==> src/rtl/fifo_burst_reader.sv <==
// Purpose: drain stage after the synchronous FIFO. It pops words from the FIFO and sends them out as bursts of BURST_LEN beats.
// Latency: a word reaches m_data two cycles after its fifo_rd_en. A lone word at the tail waits until its successor arrives, or until a timeout.
// Backpressure: a 3-entry skid buffer absorbs m_ready stalls. Reads are throttled so the buffer never overflows.
//
// Ports:
//   clk, rst_n      clock and asynchronous active-low reset
//   fifo_empty      FIFO empty flag
//   fifo_rd_en      FIFO pop request (combinational)
//   fifo_rd_data    FIFO read data, valid the cycle after fifo_rd_en
//   m_valid/m_ready output stream handshake
//   m_data          output beat data (buffer head register)
//   m_last          final beat of the current burst
module fifo_burst_reader #(
  parameter int DATAWIDTH = 8,
  parameter int BURST_LEN = 4,
  parameter int TIMEOUT   = 16
) (
  input  logic                 clk,
  input  logic                 rst_n,
  input  logic                 fifo_empty,
  output logic                 fifo_rd_en,
  input  logic [DATAWIDTH-1:0] fifo_rd_data,
  output logic                 m_valid,
  input  logic                 m_ready,
  output logic [DATAWIDTH-1:0] m_data,
  output logic                 m_last
);

  localparam int BEAT_W = (BURST_LEN > 2) ? $clog2(BURST_LEN) : 1;
  localparam int IDLE_W = $clog2(TIMEOUT + 1);
  localparam logic [BEAT_W-1:0] LAST_BEAT = BEAT_W'(BURST_LEN - 1);
  localparam logic [IDLE_W-1:0] IDLE_MAX  = IDLE_W'(TIMEOUT);

  logic [DATAWIDTH-1:0] buf_q [3];
  logic [DATAWIDTH-1:0] buf_d [3];
  logic [1:0]           occ_q, occ_d;
  logic                 inflight_q;
  logic [BEAT_W-1:0]    beat_cnt_q, beat_cnt_d;
  logic [IDLE_W-1:0]    idle_cnt_q, idle_cnt_d;
  logic                 flush_q, flush_d;

  logic                 pop;
  logic                 hold;
  logic [2:0]           level;   // occupancy after this cycle's pop and capture
  logic [1:0]           tail;    // slot that receives the word landing this cycle

  // Output side and read issue
  always_comb begin
    // A lone head word is only released when its last-ness is already known.
    // That holds when it closes a full burst, or when a flush forces it out.
    m_valid    = (occ_q != 2'd0) &&
                 ((occ_q >= 2'd2) || inflight_q || (beat_cnt_q == LAST_BEAT) || flush_q);
    m_last     = (beat_cnt_q == LAST_BEAT) || flush_q;
    m_data     = buf_q[0];
    pop        = m_valid && m_ready;
    level      = {1'b0, occ_q} + {2'b00, inflight_q} - {2'b00, pop};
    // Gated by rst_n so that no pop leaks out while reset is held.
    fifo_rd_en = rst_n && !fifo_empty && (level < 3'd3);
    hold       = (occ_q == 2'd1) && !inflight_q && fifo_empty && !m_valid;
    tail       = occ_q - {1'b0, pop};
    occ_d      = level[1:0];
  end

  // Skid buffer: shift on pop, then drop the arriving word into the new tail
  always_comb begin
    buf_d = buf_q;
    if (pop) begin
      buf_d[0] = buf_q[1];
      buf_d[1] = buf_q[2];
    end
    if (inflight_q) begin
      case (tail)
        2'd0:    buf_d[0] = fifo_rd_data;
        2'd1:    buf_d[1] = fifo_rd_data;
        default: buf_d[2] = fifo_rd_data;
      endcase
    end
  end

  // Burst position, idle timer and flush
  always_comb begin
    beat_cnt_d = beat_cnt_q;
    flush_d    = flush_q;
    idle_cnt_d = '0;
    if (pop) begin
      if (m_last) begin
        beat_cnt_d = '0;
        flush_d    = 1'b0;
      end else begin
        beat_cnt_d = beat_cnt_q + BEAT_W'(1);
      end
    end
    // hold implies !m_valid, so a pop and a flush can never be set together.
    // If hold drops in the cycle the timer is full, the timer just clears and no flush is raised.
    if (hold) begin
      if (idle_cnt_q == IDLE_MAX) begin
        flush_d = 1'b1;
      end else begin
        idle_cnt_d = idle_cnt_q + IDLE_W'(1);
      end
    end
  end

  always_ff @(posedge clk or negedge rst_n) begin
    if (!rst_n) begin
      for (int i = 0; i < 3; i++) buf_q[i] <= '0;
      occ_q      <= '0;
      inflight_q <= 1'b0;
      beat_cnt_q <= '0;
      idle_cnt_q <= '0;
      flush_q    <= 1'b0;
    end else begin
      for (int i = 0; i < 3; i++) buf_q[i] <= buf_d[i];
      occ_q      <= occ_d;
      inflight_q <= fifo_rd_en;
      beat_cnt_q <= beat_cnt_d;
      idle_cnt_q <= idle_cnt_d;
      flush_q    <= flush_d;
    end
  end

endmodule

==> config.mk <==
export PLATFORM = sky130hd
export DESIGN_NAME = fifo_burst_reader
export DESIGN_NICKNAME = d
export VERILOG_FILES = /design/src/rtl/fifo_burst_reader.sv
export SDC_FILE = /design/constraint.sdc
export NUM_CORES = 1
export LEC_CHECK = 0
export ABC_CLOCK_PERIOD_IN_PS = 5200
export CORE_AREA = 2 2 62 64
export DETAILED_ROUTE_END_ITERATION = 6
export DIE_AREA = 0 0 64 66
export PLACE_DENSITY = 0.86
export SLEW_MARGIN = 40
export SYNTH_ARGS = -nofsm -noshare
export SYNTH_HDL_FRONTEND = slang
export SYNTH_SLANG_ARGS = --single-unit
==> constraint.sdc <==
create_clock -name clk -period 5.2 [get_ports clk]
set_clock_uncertainty 0.1 [all_clocks]
set_input_delay 1.3 -clock clk [delete_from_list [all_inputs] [get_ports clk]]
set_output_delay 1.3 -clock clk [all_outputs]
set_load 0.1 [all_outputs]
## Yosys cells after proc, flatten, opt, wreduce, memory -nomap -nowiden

Index checks and enable logic that the tools add are counted.

- Bits in registers: 35
- Input bits: 12
- Output and inout port bits: 11
- Logic and storage cells: 50

- $add $sub $neg: 5
- Order comparisons: 2
- Equality and inequality tests: 4
- Muxes and demuxes: 12
- Bitwise operators: 1
- Reduce and logical (&&, ||, !) cells: 18

Operators with widths:

| operator | count |
|---|---|
| $mux 24 | 1 |
| $mux 8 | 3 |
| $mux 16 | 1 |
| $mux 5 | 2 |
| $logic_and 1x1->1 | 7 |
| $add 5x1->5 const B | 1 |
| $eq 5x5->1 const B | 1 |
| $eq 2x1->1 const B | 2 |
| $logic_or 1x1->1 | 4 |
| $mux 1 | 4 |
| $add 2x1->3 | 1 |
| $logic_not 1->1 | 3 |
| $lt 3x2->1 const B | 1 |
| $sub 3x1->3 | 1 |
| $add 2x1->2 const B | 1 |
| $eq 2x2->1 const B | 1 |
| $ge 2x2->1 const B | 1 |
| $logic_not 2->1 | 1 |
| $mux 2 | 1 |
| $reduce_and 2->1 | 1 |
| $reduce_bool 2->1 | 1 |
| $reduce_or 2->1 | 1 |
| $sub 2x1->2 | 1 |
| $not 1->1 | 1 |

## Depth between registers and ports, before layout

Gate-level depths: netlist of run 1.

- Word-level depth: 11
- Mapped depth: 11
- Depth with buffers taken out: 10

## Worst setup path before layout of run 1

OpenSTA, ideal clock, no wires.

- Path kind: input to output
- Start point: in m_ready
- End point: out fifo_rd_en
- Arrival: 7.763 ns
- Required time: 3.800 ns
- Setup slack: -3.963 ns
- Stages: 11
- Buffers on the path: 2
- Cell sequence: clkbuf_1 -> o21ai_0 -> clkbuf_1 -> nor2_1 -> ha_1 -> inv_1 -> ha_1 -> inv_1 -> fa_1 -> xor2_1 -> a2111oi_0

- Longest elaborated chain between the ends: 4

RTL lines:

| item | line | source |
|---|---|---|
| start, declared | 24 | `input logic m_ready,` |
| $logic_and 1x1->1 | 55 | `pop = m_valid && m_ready;` |
| $sub 3x1->3 | 56 | `level = {1'b0, occ_q} + {2'b00, inflight_q} - {2'b00, pop};` |
| $lt 3x2->1 | 58 | `fifo_rd_en = rst_n && !fifo_empty && (level < 3'd3);` |
| $logic_and 1x1->1 | 58 |  |
| end, declared | 21 | `output logic fifo_rd_en,` |

Every way passes these cells.

## Final worst setup path of run 1

- Start point: in m_ready
- End point: out fifo_rd_en

- Longest elaborated chain between the ends: 4

RTL lines:

| item | line | source |
|---|---|---|
| $logic_and 1x1->1 | 55 |  |
| $sub 3x1->3 | 56 |  |
| net level[1] | 44 | `logic [2:0] level;` |
| $lt 3x2->1 | 58 |  |
| $logic_and 1x1->1 | 58 |  |

The timed path passes the listed nets, and every way through them passes these cells.

==> results of run 1 <==
flip-flops by register name, summed over array words and instances (netlist names):
signal and count:
beat_cnt_q 2, buf_q 16, flush_q 1, idle_cnt_q 5
inflight_q 1, m_data 8, occ_q 2
kinds of logic (layout without fill, tap and decap cells):
family / Yosys count / in the layout / share of synthesized area
AOI/OAI and AO/OA: 54 / 54 / 0.184
and+or+nand+nor: 37 / 37 / 0.122
DFF: 35 / 35 / 0.473
buffers and inverters: 31 / 45 / 0.0824
muxes: 9 / 9 / 0.0547
adders and majority gates: 7 / 7 / 0.0513
xor gates and xnor gates: 6 / 6 / 0.0324
layout make-up:
type | instances | area (um2)
tap | 48 | 60.1
timing repair buffer | 28 | 225
clock inverter | 1 | 5.00
multi-input combinational | 113 | 865
fill | 279 | 1430
clock buffer | 6 | 51.3
sequential | 35 | 876
inverter | 10 | 37.5
cells in the mapped netlist:
library cell | n | area share
dfrtp_1 | 35 | 0.47
o21ai_0 | 19 | 0.051
a31oi_1 | 16 | 0.054
nor4_1 | 16 | 0.054
o211ai_1 | 16 | 0.065
mux2_2 | 9 | 0.055
buf_4 | 8 | 0.032
clkbuf_1 | 8 | 0.016
inv_1 | 8 | 0.016
ha_1 | 6 | 0.041
nor2_1 | 6 | 0.012
buf_2 | 5 | 0.014
nand3_1 | 5 | 0.014
xor2_1 | 3 | 0.014
clkinv_1 | 2 | 0.0041
nand2_1 | 2 | 0.0041
or2_2 | 2 | 0.0068
xnor2_1 | 2 | 0.0095
a2111oi_0 | 1 | 0.0047
and3_1 | 1 | 0.0034
and3b_1 | 1 | 0.0047
fa_1 | 1 | 0.011
nand2_2 | 1 | 0.0034
nor3_1 | 1 | 0.0027
nor4_4 | 1 | 0.011
o31a_1 | 1 | 0.0047
o41ai_1 | 1 | 0.0047
or4bb_1 | 1 | 0.0061
xor2_2 | 1 | 0.0088
stage by stage:
step           hold slack (ps)  std cells  setup TNS (ps)
6_report                   407        241               0
4_1_cts                    410        241               0
2_1_floorplan              352        179            -120
5_1_grt                    425        241               0
3_5_place_dp               395        234               0
3_3_place_gp               370        234               0
path summary, 6_finish.rpt:
| check | endpoint | start | depth (start not counted) |
|---|---|---|---|
| max reg2reg | inflight_q | inflight_q | 8 |
| min | idle_cnt_q[0] | idle_cnt_q[0] | 1 |
| min in group asynchronous | inflight_q | rst_n | 2 |
| min reg2reg | idle_cnt_q[0] | idle_cnt_q[0] | 1 |
| max | fifo_rd_en | m_ready | 11 |
| max in group asynchronous | idle_cnt_q[2] | rst_n | 2 |
layout by cell type, fill, tap and decap left out, types with 5 or more instances in the layout:
master           instances
a31oi_1                 16
ha_1                     6
nor2_1                   5
nand3_1                  5
buf_2                   10
o21ai_0                 18
clkbuf_4                 5
nor4_1                  16
dfrtp_1                 35
mux2_2                   9
clkdlybuf4s50_1         11
o211ai_1                16
inv_1                    7
buf_4                    6
critical path, cell delays in order:
cell,delay [ps]
clkdlybuf4s50_1,490
o21ai_2,80
nor2_4,120
ha_1,240
inv_1,80
ha_1,170
inv_1,60
fa_2,520
inv_2,50
a2111oi_4,370
buf_12,230
metal layers:
metal,up-vias,global-route usage,routed length (um)
met1,692,0.250,1610
met2,49,0.345,1950
met4,0,0.0734,68
met3,9,0.0613,264
li1,692,-,-
met5,-,0,0
==> metrics, run 1 <==
status finished, final reports clean; # H-tree levels 2; syn_area_per_cell 10.4 um2; count of port buffers added during placement 22; Sink Count 35; Synth Instances 179; Seq/Total Area, Yosys 0.473; routability cong. 0.787; Crit path arrival time 3710 ps; Core Area 3550 um2; synth-to-layout area growth 14.4%; DRT antenna net count 0; Initial Util 0.522; Synth Net Count 198; CP required 3800 ps; Setup-failing EPs final 0; wirelength, routed 3890 um; Core Util, Final 0.597; Slew Viols, Final 0; Worst setup EP type output pin; WL/cell 16.1 um; largest net degree at the start of global routing 36; Final Cell Area 2120 um2; layout cell share with drive strength beyond 1 0.228; Avg Vias per Cell 5.98; Worst-Skew Late Latency 340 ps; unrepaired setup endpoints after global routing false; drt pass-1 iters 4; Rel. slew slack 0.494; Hold Crit Class reg2reg; post-layout min period 5110 ps; CP max FO 3; Remaining DRCs 0; CTS resizes 0; Hold Vio Cnt, Final 0; post-synthesis cell type count 29; Post-DP HPWL 2780 um; via count 1442; max_cap viols 0; fmax 196 MHz; die height 66 um; final setup margin 88.1 ps; Final #Nets 212; residual overflow from global routing 0; std cell rows 22; worst slew pin tran 758 ps; Yosys reg bits 35; clock transition at the registers of the reported paths 90 ps; YS warnings 0; IO Pins 23; r2r setup slk 2240 ps; vias in the first global route 1358; drt initial violations 53; die width 64 um; CTS Buf Count 5; CTS Hold Bufs 0; Bufs on Longest Clock Path 2; GRT Util Overall 0.205; Post-Syn Area 1850 um2; ratio of final minimum period to clock period 0.983; Root Driver clkbuf_4; startpoint types input port; dpl ws 116 ps; # diodes 0; CP Class in2out; first-pass GRT wire length 6550 um; Post-CTS Setup Bufs 0; CTS tree yes; placed cell area 2060 um2; initial antenna violation count 0; die area 4220 um2
Power of run 1 is left out: the tool's default activity adds up to more than one toggle a clock period on the data nets, which glitch-free logic cannot reach.
==> inputs of run 2 (changes only) <==
HOLD_SLACK_MARGIN = 0.12   (was not set)
==> results of run 2 <==
Final layout, timing and power as in run 1 (identical DEF).
Power of run 2 is left out for the same reason.
==> edit (settings of run 1) <==
The parameter `DATAWIDTH` goes from 8 to 7.
--- a/src/rtl/fifo_burst_reader.sv
+++ b/src/rtl/fifo_burst_reader.sv
@@ -13,3 +13,3 @@
 module fifo_burst_reader #(
-  parameter int DATAWIDTH = 8,
+  parameter int DATAWIDTH = 7,
   parameter int BURST_LEN = 4,
Ports: changed (resized fifo_rd_data and m_data); port bits go from 23 to 21. No check against the original RTL was run, so the function may have changed too.
==> edit against run 1 <==
  * Wire length shrank 9.7%
  * Critical endpoint unchanged
  * Utilization shrank 3.5 points
  * Setup slack improved by 0.094 ns
  * Cell count shrank 5.8%
  * Synthesized area fell by 7.0%
  * Critical path depth unchanged
  * Sequential cell count decreased by 3
  * Cell area shrank 5.9%
  * Synthesized cell count decreased by 8.9%
Power is left out: the tool's default activity adds up to more than one toggle a clock period on the data nets, which glitch-free logic cannot reach.
==> edit: results (changes against run 1) <==
Finish:
- The final-stage net count is 196 (-7.5%).
- The clock tree cell share of total cell area is 4.768% (+2.1 points).
- The synthesis-to-finish area growth is 15.76%.
- The multi-input logic portion of the cell area came to 39.65% (-1.1 points).
- The relative area of non-clock buffer cells in the final design is 10.54% (-0.086 points).
- The proportion of cell area occupied by registers is 40.15% (-1.2 points).
- The share of cells above drive strength 1 was 22.35% (-0.45 points).
- The number of signal-net buffers in the layout is 26 (-7.1%).
- The count of multi-input gates is 103 (-8.8%).
- The count of clock-net buffers in the final layout is 7 (+1).

Synth:
- In the post-synthesis netlist, the biggest area contributors are sky130_fd_sc_hd__dfrtp_1 (46%), sky130_fd_sc_hd__o211ai_1 (6.1%), sky130_fd_sc_hd__mux2_2 (5.2%), sky130_fd_sc_hd__a31oi_1 (5.1%), sky130_fd_sc_hd__nor4_1 (5.1%).
- The synthesized net count came to 181 (-8.6%).
- Sorting the synthesized cells by how often they occur yields sky130_fd_sc_hd__dfrtp_1 (32), sky130_fd_sc_hd__o21ai_0 (16), sky130_fd_sc_hd__a31oi_1 (14), sky130_fd_sc_hd__nor4_1 (14), sky130_fd_sc_hd__o211ai_1 (14).
- The count of different cell masters after synthesis is 34 (+17%).
- The total standard cell area after synthesis is 1723 um^2 (-7.0%).
- The average cell area after synthesis is 10.57 um^2 (+2.1%).
- The sequential-to-total area share from yosys stat is 46.48% (-0.79 points).

Place:
- The placement-stage worst setup slack was 0.1237 ns (+0.007438 ns).
- The last weighted congestion value of the routability-driven placer came to 0.8356 (+6.2%).
- The placed wire-length estimate is 2406 um (-13%).
- The placed instance count is 219 (-6.4%).
- The cell area after placement is 1899 um^2 (-7.9%).
- The number of buffer cells added on primary ports is 20 (-9.1%).

Routing:
- The routed metal-1 wirelength is 1533 um (-5.0%).
- The detailed-routed wire length on met3 is 245 um (-7.2%).
- The average via count per standard cell is 6.022 (+0.65%).
- The detailed-routed wire length on met2 is 1634 um (-16%).
- The overall via count from detail_route is 1,367 (-5.2%).
- The count of routing violations after the opening detailed-route iteration is 71 (+34%).
- The highest signal layer in the routed design is met4.
- The wire length after detailed routing is 3516 um (-9.7%).

Run status:
- The run finished with clean final reports.

Worst setup path:
- The kind of cell with the highest combined delay on the critical path is buffers and inverters.
- The largest driver fanout on the critical path is 2 (-1).
- The data arrival time of the critical path is 3.62 ns (-0.09 ns).
- The delay of the slowest critical-path stage was 0.50 ns (-0.02 ns).
- The largest individual stage delay along the critical path comes from the cell sky130_fd_sc_hd__clkdlybuf4s50_1.

Global route:
- The maximum number of pins on one net before global-route repair is 33 (-8.3%).
- The total track usage is 18.73% (-1.8 points).
- The via count of the first global-routing pass is 1,343 (-1.1%).

Clock tree:
- The total clock sinks is 32 (-8.6%).

STA:
- The actual slew at the worst max-slew pin came to 0.5802 ns (-0.1776 ns).
-- edit: worst paths after layout --
path                               start             to  slack [ns]  depth (start not counted)
setup / recovery                 m_ready     fifo_rd_en        0.18                         11
hold / removal             idle_cnt_q[0]  idle_cnt_q[0]        0.39                          1
setup reg to reg           beat_cnt_q[0]      m_data[5]        2.44                          8
hold reg to reg            idle_cnt_q[0]  idle_cnt_q[0]        0.39                          1
max in group asynchronous          rst_n  idle_cnt_q[0]        3.43                          2
min in group asynchronous          rst_n  beat_cnt_q[0]        1.28                          2
-- edit: kinds of logic (layout without fill, tap and decap cells) --
logic type      Yosys count  count (layout)  share of synthesized area [%]
simple gates             35              35                          12.56
xor+xnor                  5               5                          3.632
fa+ha+maj                 7               7                          5.519
buf+inv                  28              44                          8.714
compound gates           48              48                          17.87
flops                    32              32                          46.48
mux                       8               8                          5.229
-- edit: per-layer routing --
layer	up-vias	track usage (%)
met3	11	4.600
met4	0	11.14
li1	634	-
met5	-	0
met2	65	28.78
met1	657	23.97
